[src/rtl/cache_control_nway.sv]
`default_nettype none
// ============================================================================
//  Module      : cache_control_nway
//  Description : N-way set-associative cache controller. Zero-wait hits in
//                IDLE; on a miss it latches a victim way, optionally writes
//                it back, refills the line and retries. Saturating hit/miss
//                performance counters.
//  Revision    : 1.0 - initial release
// ============================================================================
module cache_control_nway #(
  parameter int WAYS  = 4,
  parameter int CNT_W = 16,
  localparam int IW   = $clog2(WAYS)
) (
  input  logic             clk,
  input  logic             rst_n,
  input  logic             req,
  input  logic             readwrite,
  input  logic [WAYS-1:0]  hit,
  input  logic [WAYS-1:0]  valid,
  input  logic [WAYS-1:0]  dirty,
  input  logic [IW-1:0]    plru_victim,
  input  logic             pmem_resp,
  input  logic             count_clear,
  output logic [WAYS-1:0]  data_writeline,
  output logic [WAYS-1:0]  tag_write,
  output logic [WAYS-1:0]  valid_write,
  output logic [WAYS-1:0]  dirty_write,
  output logic             valid_in,
  output logic             dirty_in,
  output logic             wb_sel,
  output logic             lru_update,
  output logic [IW-1:0]    lru_way,
  output logic [IW:0]      adrmux_sel,
  output logic             pmem_read,
  output logic             pmem_write,
  output logic             cpu_resp,
  output logic [CNT_W-1:0] hit_count,
  output logic [CNT_W-1:0] miss_count
);

  typedef enum logic [2:0] {
    S_IDLE       = 3'd0,
    S_WRITE_BACK = 3'd1,
    S_STALL      = 3'd2,
    S_LOAD_LINE  = 3'd3,
    S_UPDATE     = 3'd4
  } state_t;

  localparam logic [WAYS-1:0] c_one_hot0 = {{(WAYS-1){1'b0}}, 1'b1};

  state_t           r_state;
  state_t           w_state_next;
  logic [IW-1:0]    r_victim;
  logic             r_was_miss;
  logic [CNT_W-1:0] r_hit_count;
  logic [CNT_W-1:0] r_miss_count;

  logic [IW-1:0]    w_hit_way;
  logic [IW-1:0]    w_free_way;
  logic             w_free_any;
  logic             w_hit_any;
  logic [IW-1:0]    w_miss_victim;
  logic             w_miss_wb;
  logic [WAYS-1:0]  w_hit_oh;
  logic [WAYS-1:0]  w_victim_oh;
  logic             w_idle_hit;
  logic             w_idle_miss;
  logic             w_hit_inc;
  logic             w_miss_inc;

  // Lowest-index hitting way and lowest-index invalid way (descending scan so
  // the last assignment is the lowest index).
  always_comb begin
    w_hit_way  = '0;
    w_free_way = '0;
    w_free_any = 1'b0;
    for (int i = WAYS - 1; i >= 0; i--) begin
      if (hit[i]) begin
        w_hit_way = IW'(i);
      end
      if (!valid[i]) begin
        w_free_way = IW'(i);
        w_free_any = 1'b1;
      end
    end
  end

  assign w_hit_any     = |hit;
  assign w_miss_victim = w_free_any ? w_free_way : plru_victim;
  assign w_miss_wb     = valid[w_miss_victim] & dirty[w_miss_victim];
  assign w_hit_oh      = c_one_hot0 << w_hit_way;
  assign w_victim_oh   = c_one_hot0 << r_victim;
  assign w_idle_hit    = (r_state == S_IDLE) && req && w_hit_any;
  assign w_idle_miss   = (r_state == S_IDLE) && req && !w_hit_any;
  assign w_hit_inc     = w_idle_hit && !r_was_miss;
  assign w_miss_inc    = (r_state == S_UPDATE);

  // State register, victim latch and the retry marker.
  always_ff @(posedge clk or negedge rst_n) begin
    if (!rst_n) begin
      r_state    <= S_IDLE;
      r_victim   <= '0;
      r_was_miss <= 1'b0;
    end else begin
      r_state <= w_state_next;
      if (w_idle_miss) begin
        r_victim <= w_miss_victim;
      end
      if (r_state == S_UPDATE) begin
        r_was_miss <= 1'b1;
      end else if (w_idle_hit) begin
        r_was_miss <= 1'b0;
      end
    end
  end

  // Next state and all control outputs; outputs are forced idle during reset.
  always_comb begin
    w_state_next   = r_state;
    data_writeline = '0;
    tag_write      = '0;
    valid_write    = '0;
    dirty_write    = '0;
    valid_in       = 1'b0;
    dirty_in       = 1'b0;
    wb_sel         = 1'b0;
    lru_update     = 1'b0;
    lru_way        = '0;
    adrmux_sel     = '0;
    pmem_read      = 1'b0;
    pmem_write     = 1'b0;
    cpu_resp       = 1'b0;
    case (r_state)
      S_IDLE: begin
        if (req && w_hit_any) begin
          cpu_resp   = rst_n;
          lru_update = rst_n;
          lru_way    = rst_n ? w_hit_way : '0;
          if (readwrite && rst_n) begin
            wb_sel         = 1'b1;
            dirty_in       = 1'b1;
            data_writeline = w_hit_oh;
            dirty_write    = w_hit_oh;
          end
        end else if (req) begin
          w_state_next = w_miss_wb ? S_WRITE_BACK : S_LOAD_LINE;
        end
      end
      S_WRITE_BACK: begin
        pmem_write = rst_n;
        adrmux_sel = rst_n ? ((IW+1)'(r_victim) + (IW+1)'(1)) : '0;
        if (pmem_resp) begin
          w_state_next = S_STALL;
        end
      end
      S_STALL: begin
        w_state_next = S_LOAD_LINE;
      end
      S_LOAD_LINE: begin
        pmem_read = rst_n;
        if (pmem_resp) begin
          w_state_next = S_UPDATE;
          if (rst_n) begin
            data_writeline = w_victim_oh;
            tag_write      = w_victim_oh;
            valid_write    = w_victim_oh;
            dirty_write    = w_victim_oh;
            valid_in       = 1'b1;
            lru_update     = 1'b1;
            lru_way        = r_victim;
          end
        end
      end
      S_UPDATE: begin
        w_state_next = S_IDLE;
      end
      default: begin
        w_state_next = S_IDLE;
      end
    endcase
  end

  // Saturating hit counter; a clear in the same cycle wins.
  always_ff @(posedge clk or negedge rst_n) begin
    if (!rst_n) begin
      r_hit_count <= '0;
    end else if (count_clear) begin
      r_hit_count <= '0;
    end else if (w_hit_inc && (r_hit_count != '1)) begin
      r_hit_count <= r_hit_count + CNT_W'(1);
    end
  end

  // Saturating miss counter, stepped once per completed refill.
  always_ff @(posedge clk or negedge rst_n) begin
    if (!rst_n) begin
      r_miss_count <= '0;
    end else if (count_clear) begin
      r_miss_count <= '0;
    end else if (w_miss_inc && (r_miss_count != '1)) begin
      r_miss_count <= r_miss_count + CNT_W'(1);
    end
  end

  assign hit_count  = r_hit_count;
  assign miss_count = r_miss_count;

endmodule
`default_nettype wire

[config.mk]
export PLATFORM = sky130hd
export DESIGN_NAME = cache_control_nway
export DESIGN_NICKNAME = d
export VERILOG_FILES = /design/src/rtl/cache_control_nway.sv
export SDC_FILE = /design/constraint.sdc
export NUM_CORES = 1
export LEC_CHECK = 0
export ABC_AREA = 1
export BUFFER_PORTS_ARGS = -buffer_cell sky130_fd_sc_hd__buf_2
export CAP_MARGIN = 5
export CORE_AREA = 2 2 76 78
export DETAILED_ROUTE_END_ITERATION = 16
export DIE_AREA = 0 0 78 80
export PLACE_DENSITY = 0.78
export SYNTH_ARGS = -nofsm -noshare
export SYNTH_HDL_FRONTEND = slang
export SYNTH_SLANG_ARGS = --single-unit
[constraint.sdc]
create_clock -name clk -period 2.1 [get_ports clk]
set_input_delay 0.315 -clock clk [delete_from_list [all_inputs] [get_ports clk]]
set_output_delay 0.315 -clock clk [all_outputs]
set_load 0.01 [all_outputs]
=== After elaboration in Yosys (flattened, before gate mapping) ===
Index checks and enable logic that the tools add are counted.
Widths: inputs -> output; s select.

* Output and inout bits: 60
* Register bits after elaboration: 38
* Logic and storage cells: 91
* Input bits: 20

* Multiplexer cells: 53
* Add/sub/neg operators: 3
* Reduce and logical (&&, ||, !) cells: 16
* Shifts and indexed selects: 2
* Eq/ne operators: 10
* Magnitude comparators: 1
* Bitwise operators: 1

{| class="wikitable"
|+ Operators by type and width
! kind !! number
|-
| $mux 16 || 4
|-
| $add 16x1->16 const B || 2
|-
| $ne 16x16->1 const B || 2
|-
| $mux 2 || 14
|-
| $mux 4 || 5
|-
| $mux 1 || 18
|-
| $mux 3 || 6
|-
| $pmux 3 s4 || 1
|-
| $logic_and 1x1->1 || 8
|-
| $ne 2x2->1 const B || 4
|-
| $pmux 4 s2 || 1
|-
| $shl 1x2->4 const A || 2
|-
| $eq 3x2->1 const B || 2
|-
| $reduce_bool 2->1 || 3
|-
| $bmux 1 s2 || 2
|-
| $pmux 2 s2 || 1
|-
| $reduce_and 4->1 || 1
|-
| $reduce_or 4->1 || 1
|-
| $add 2x1->3 const B || 1
|-
| $eq 3x1->1 const B || 1
|-
| $eq 3x3->1 const B || 1
|-
| $logic_not 3->1 || 1
|-
| $lt 2x3->1 const B || 1
|-
| $logic_not 1->1 || 2
|-
| other kinds (2) || 2
|}

=== Depth between registers and ports, before layout ===
* Depth in word-level cells: 12
* Mapped depth: 10
* Gate-level depth less buffers: 10

=== Least setup slack after synthesis ===
OpenSTA, ideal clock, no wires.

* Path type: reg-to-output
* From: register r_state[1]
* To: output dirty_write[3]
* Required time: 1.785 ns
* Data arrival time: 1.589 ns
* Buffers on the path: 1
* Path slack: 0.196 ns
* Cell stages (with the launch flop): 9
* Cells stage by stage: dfrtp_1 -> nor2_2 -> nand2_1 -> nor2_2 -> nand2_1 -> nor2_2 -> nand2_1 -> o22ai_1 -> buf_4

* Cells in the longest elaborated chain, start to end: 2
* Elaborated cells between the ends (all ways): 3
* Those cells by class: eq/ne (1); mux (1); reduce/logical (1)

{| class="wikitable"
|+ Ends and longest elaborated chain
! what !! RTL line !! text
|-
| start, declared || 52 || <nowiki>state_t r_state;</nowiki>
|-
| start signal, assigned || 106 || <nowiki>r_state <= w_state_next;</nowiki>
|-
| $eq 3x2->1 or $logic_not 3->1 (tied branches) || n/a ||
|-
| $pmux 4 s2 * || n/a ||
|-
| end, declared || 28 || <nowiki>output logic [WAYS-1:0] dirty_write,</nowiki>
|}

Mark *: on every way between the ends. The rest lies on a longest branch, timed or not.

=== Final worst setup path ===
* From: register r_state[1]
* To: output data_writeline[2]

* Cells in the longest elaborated chain, start to end: 2
* Elaborated cells between the ends (all ways): 3
* Those cells by class: eq/ne (1); mux (1); reduce/logical (1)

{| class="wikitable"
|+ Ends and longest elaborated chain
! what !! RTL line !! text
|-
| $eq 3x2->1 or $logic_not 3->1 (tied branches) || 134 || <nowiki>case (r_state)</nowiki>
|-
| $pmux 4 s2 * || 134 ||
|-
| end, declared || 25 || <nowiki>output logic [WAYS-1:0] data_writeline,</nowiki>
|}

Marks and branches as above.

==> summary.md <==
| Metric | Value |
|---|---|
| Outcome | finished clean |
| Initial Util | 0.515 |
| Pre-CTS setup slack | 0.280 ns |
| Global-route wire length before repair | 11700 µm |
| Commonest cells after routing, fill and taps aside | 108 x nand2_1, 79 x buf_2, 53 x inv_1 |
| Fin Setup TNS | 0 ns |
| Comb power frac | 0.318 |
| DRC | 0 |
| Crit Path Class | register to output pin |
| Cell variety after synth | 35 |
| Sw Share | 0.350 |
| Final setup margin | 0.0870 ns |
| NetSw | 0.000770 W |
| Area leader, netlist | dfrtp_1 |
| Sequential element share of the synthesized area | 0.342 |
| Overall power | 0.00220 W |
| Post-detail-place hpwl | 4890 µm |
| Leakage | 1.84 nW |
| Via count | 2839 |
| Crit start category | register |
| Asr flop ratio synth | 1.00 |
| Synth Flop Type | dfrtp_1 |
| Routed wire length | 6590 µm |
| Final Skew | 0.00545 ns |
| Initial antenna violation count | 0 |
| H-Tree Depth | 2 |
| Synth warn | 0 |
| Fin. Hold Viols | 0 |
| Maxcap violations | 0 |
| Synthesized netlist net count | 428 |
| Synth area leaders | dfrtp_1 34%, nand2_1 15%, nand3_1 7.4%, inv_1 7.1%, nor2_1 4.7% |
| Root buf cell | clkbuf_8 |
| Port-buffer cells | 79 |
| Placed cell count | 542 |
| Via/cell ratio | 5.12 |
| Avg Cell Area, Syn | 6.92 µm² |
| F_max | 0.497 GHz |
| Fin cells | 554 |
| Die W | 78 µm |
| Largest net degree at the start of global routing | 37 |
| Wire per inst | 11.9 µm |
| Top-area cell type share of the netlist area | 0.342 |
| Slew headroom | 0.700 |
| Clock sinks | 38 |
| Pre-antenna DRT Iters | 4 |
| Num CTS Buffers | 5 |
| Post-route ant nets | 0 |
| Syn Inst Count | 402 |
| Final Hold Slack | 0.146 ns |
| Pwr dens | 655 nW/µm² |
| Synth Register Bits | 38 |
| GPL Wtd Cong | 0.922 |
| Die height | 80 µm |
| Crit path DAT | 1.70 ns |
| Nets | 508 |
| Die ar. | 6240 µm² |
| Max Slew Vio Count | 0 |
| Worst-Margin Slew | 0.446 ns |
| Iteration-0 DRC count of the detailed router | 194 |
| CP required | 1.78 ns |
| Final Setup Violations | 0 |
| Reg clk slew, reported paths | 0.07 ns |
| Share of layout cells above drive strength 1 | 0.263 |
| Worst Hold Class | input pin to async pin |
| Final Cycle Share | 0.959 |
| Core area | 5410 µm² |
| Min Tclk post-route | 2.01 ns |
| Maximum vdd drop | 0.000370 V |
| Seq pwr share | 0.392 |
| Clk Latency, worst-skew pair | 0.29 ns |
| Most common cell after layout, fill and taps aside | nand2_1 |
| Internal power | 0.00143 W |
| Critical Path Fanout Max | 5 |
| Rows | 27 |
| Gr usage total | 0.227 |
| CTS tree | done |
| Clk pwr share | 0.290 |
| Clk buf depth | 2 |
| Netlist Area Pre-Place | 2780 µm² |
| IO Pins | 80 |
| Number of global-route vias before repair | 2702 |
| # diodes | 0 |
| Kind of end point of the critical path | output pin |
| Layout area overhead | 20.8% |
| Total congestion overflow | 0 |
| Post-synth EDFFs | 0 |
[metrics by stage]
step / instance area (µm²) / utilization
after floorplan: 2780 / -
after global placement: 3170 / 0.587
after detailed placement: 3170 / 0.587
after CTS: 3300 / 0.611
after global routing: 3360 / 0.622
final: 3360 / 0.622
[Yosys cell counts (4+ instances only)]
| master | n |
|---|---|
| buf_4 | 9 |
| dfrtp_1 | 38 |
| ha_1 | 6 |
| inv_1 | 53 |
| nand2_1 | 112 |
| nand2_2 | 4 |
| nand3_1 | 41 |
| nand3b_1 | 4 |
| nand4_1 | 11 |
| nor2_1 | 35 |
| nor2_2 | 7 |
| nor3_1 | 12 |
| o21ai_0 | 20 |
| o21ai_2 | 4 |
| o22ai_1 | 5 |
| xor2_1 | 11 |
[power by group through the flow]
stage                     registers, W  logic (W)  clock network [W]
after floorplan               0.000872   0.000463                  0
after detailed placement      0.000879   0.000629                  0
after CTS                     0.000864   0.000639           0.000652
after global routing          0.000873   0.000789           0.000687
after global placement        0.000870   0.000619                  0
final                         0.000864   0.000700           0.000637
[cell type report]
class / instances / area (µm²)
clock buffers: 6 / 82.6
clock inverters: 1 / 30.0
fillers: 508 / 2040
inverters: 56 / 215
multi-input cells: 292 / 1520
flip-flops and latches: 38 / 951
well taps: 72 / 90.1
repair buffers: 89 / 473
[final timing paths]
| kind | cells past startpoint | endpoint | slack (ns) | start |
|---|---|---|---|---|
| max | 8 | data_writeline[2] | 0.09 | r_state[1]$_DFFE_PN0P_ |
| min | 2 | hit_count[0]$_DFFE_PN0P_ | 0.15 | rst_n |
| max reg2reg | 8 | miss_count[11]$_DFFE_PN0P_ | 0.38 | miss_count[1]$_DFFE_PN0P_ |
| min reg2reg | 2 | r_was_miss$_DFFE_PN0P_ | 0.53 | r_was_miss$_DFFE_PN0P_ |
| max in group asynchronous | 2 | r_victim[0]$_DFFE_PN0P_ | 1.52 | rst_n |
| min in group clk | 2 | miss_count[0]$_DFFE_PN0P_ | 0.30 | count_clear |
[what timing repair did]
item                       4_1_cts  5_1_grt
setup endpoints to repair        6       18
hold endpoints to repair         2        0
pin swaps                        0        3
gates resized for setup          2        9
buffers inserted                 0        4
hold buffers                     1        0
[metal layers]
metal  GRT usage  vias to the layer above  routed length [µm]
li1            -                     1436                   -
met1       0.283                     1299                2910
met2       0.397                       92                3200
met3      0.0351                       12                 373
met4      0.0860                        0                 106
met5           0                        -                   0
[cell families (layout without fill, tap and decap cells)]
| logic type | after synthesis | count (layout) | synth area share |
|---|---|---|---|
| simple gates | 234 | 234 | 0.384 |
| fa+ha+maj | 6 | 6 | 0.0270 |
| compound gates | 40 | 40 | 0.0841 |
| buf+inv | 72 | 152 | 0.126 |
| flops | 38 | 38 | 0.342 |
| xor+xnor | 12 | 12 | 0.0378 |
[state kept, by name (all words and copies together), names as in the netlist]
register	flops
miss_count	16
r_victim	2
r_state	3
r_was_miss	1
hit_count	16
[worst max-delay path, stage by stage (launching register included)]
cell	delay, ns
dfrtp_1	0.42
nor2_2	0.16
nand2_2	0.09
nor2_4	0.11
nand2_2	0.10
nor2_4	0.16
nand2_2	0.08
o21ai_2	0.14
buf_2	0.16
Power figures use the tool's default switching activity.
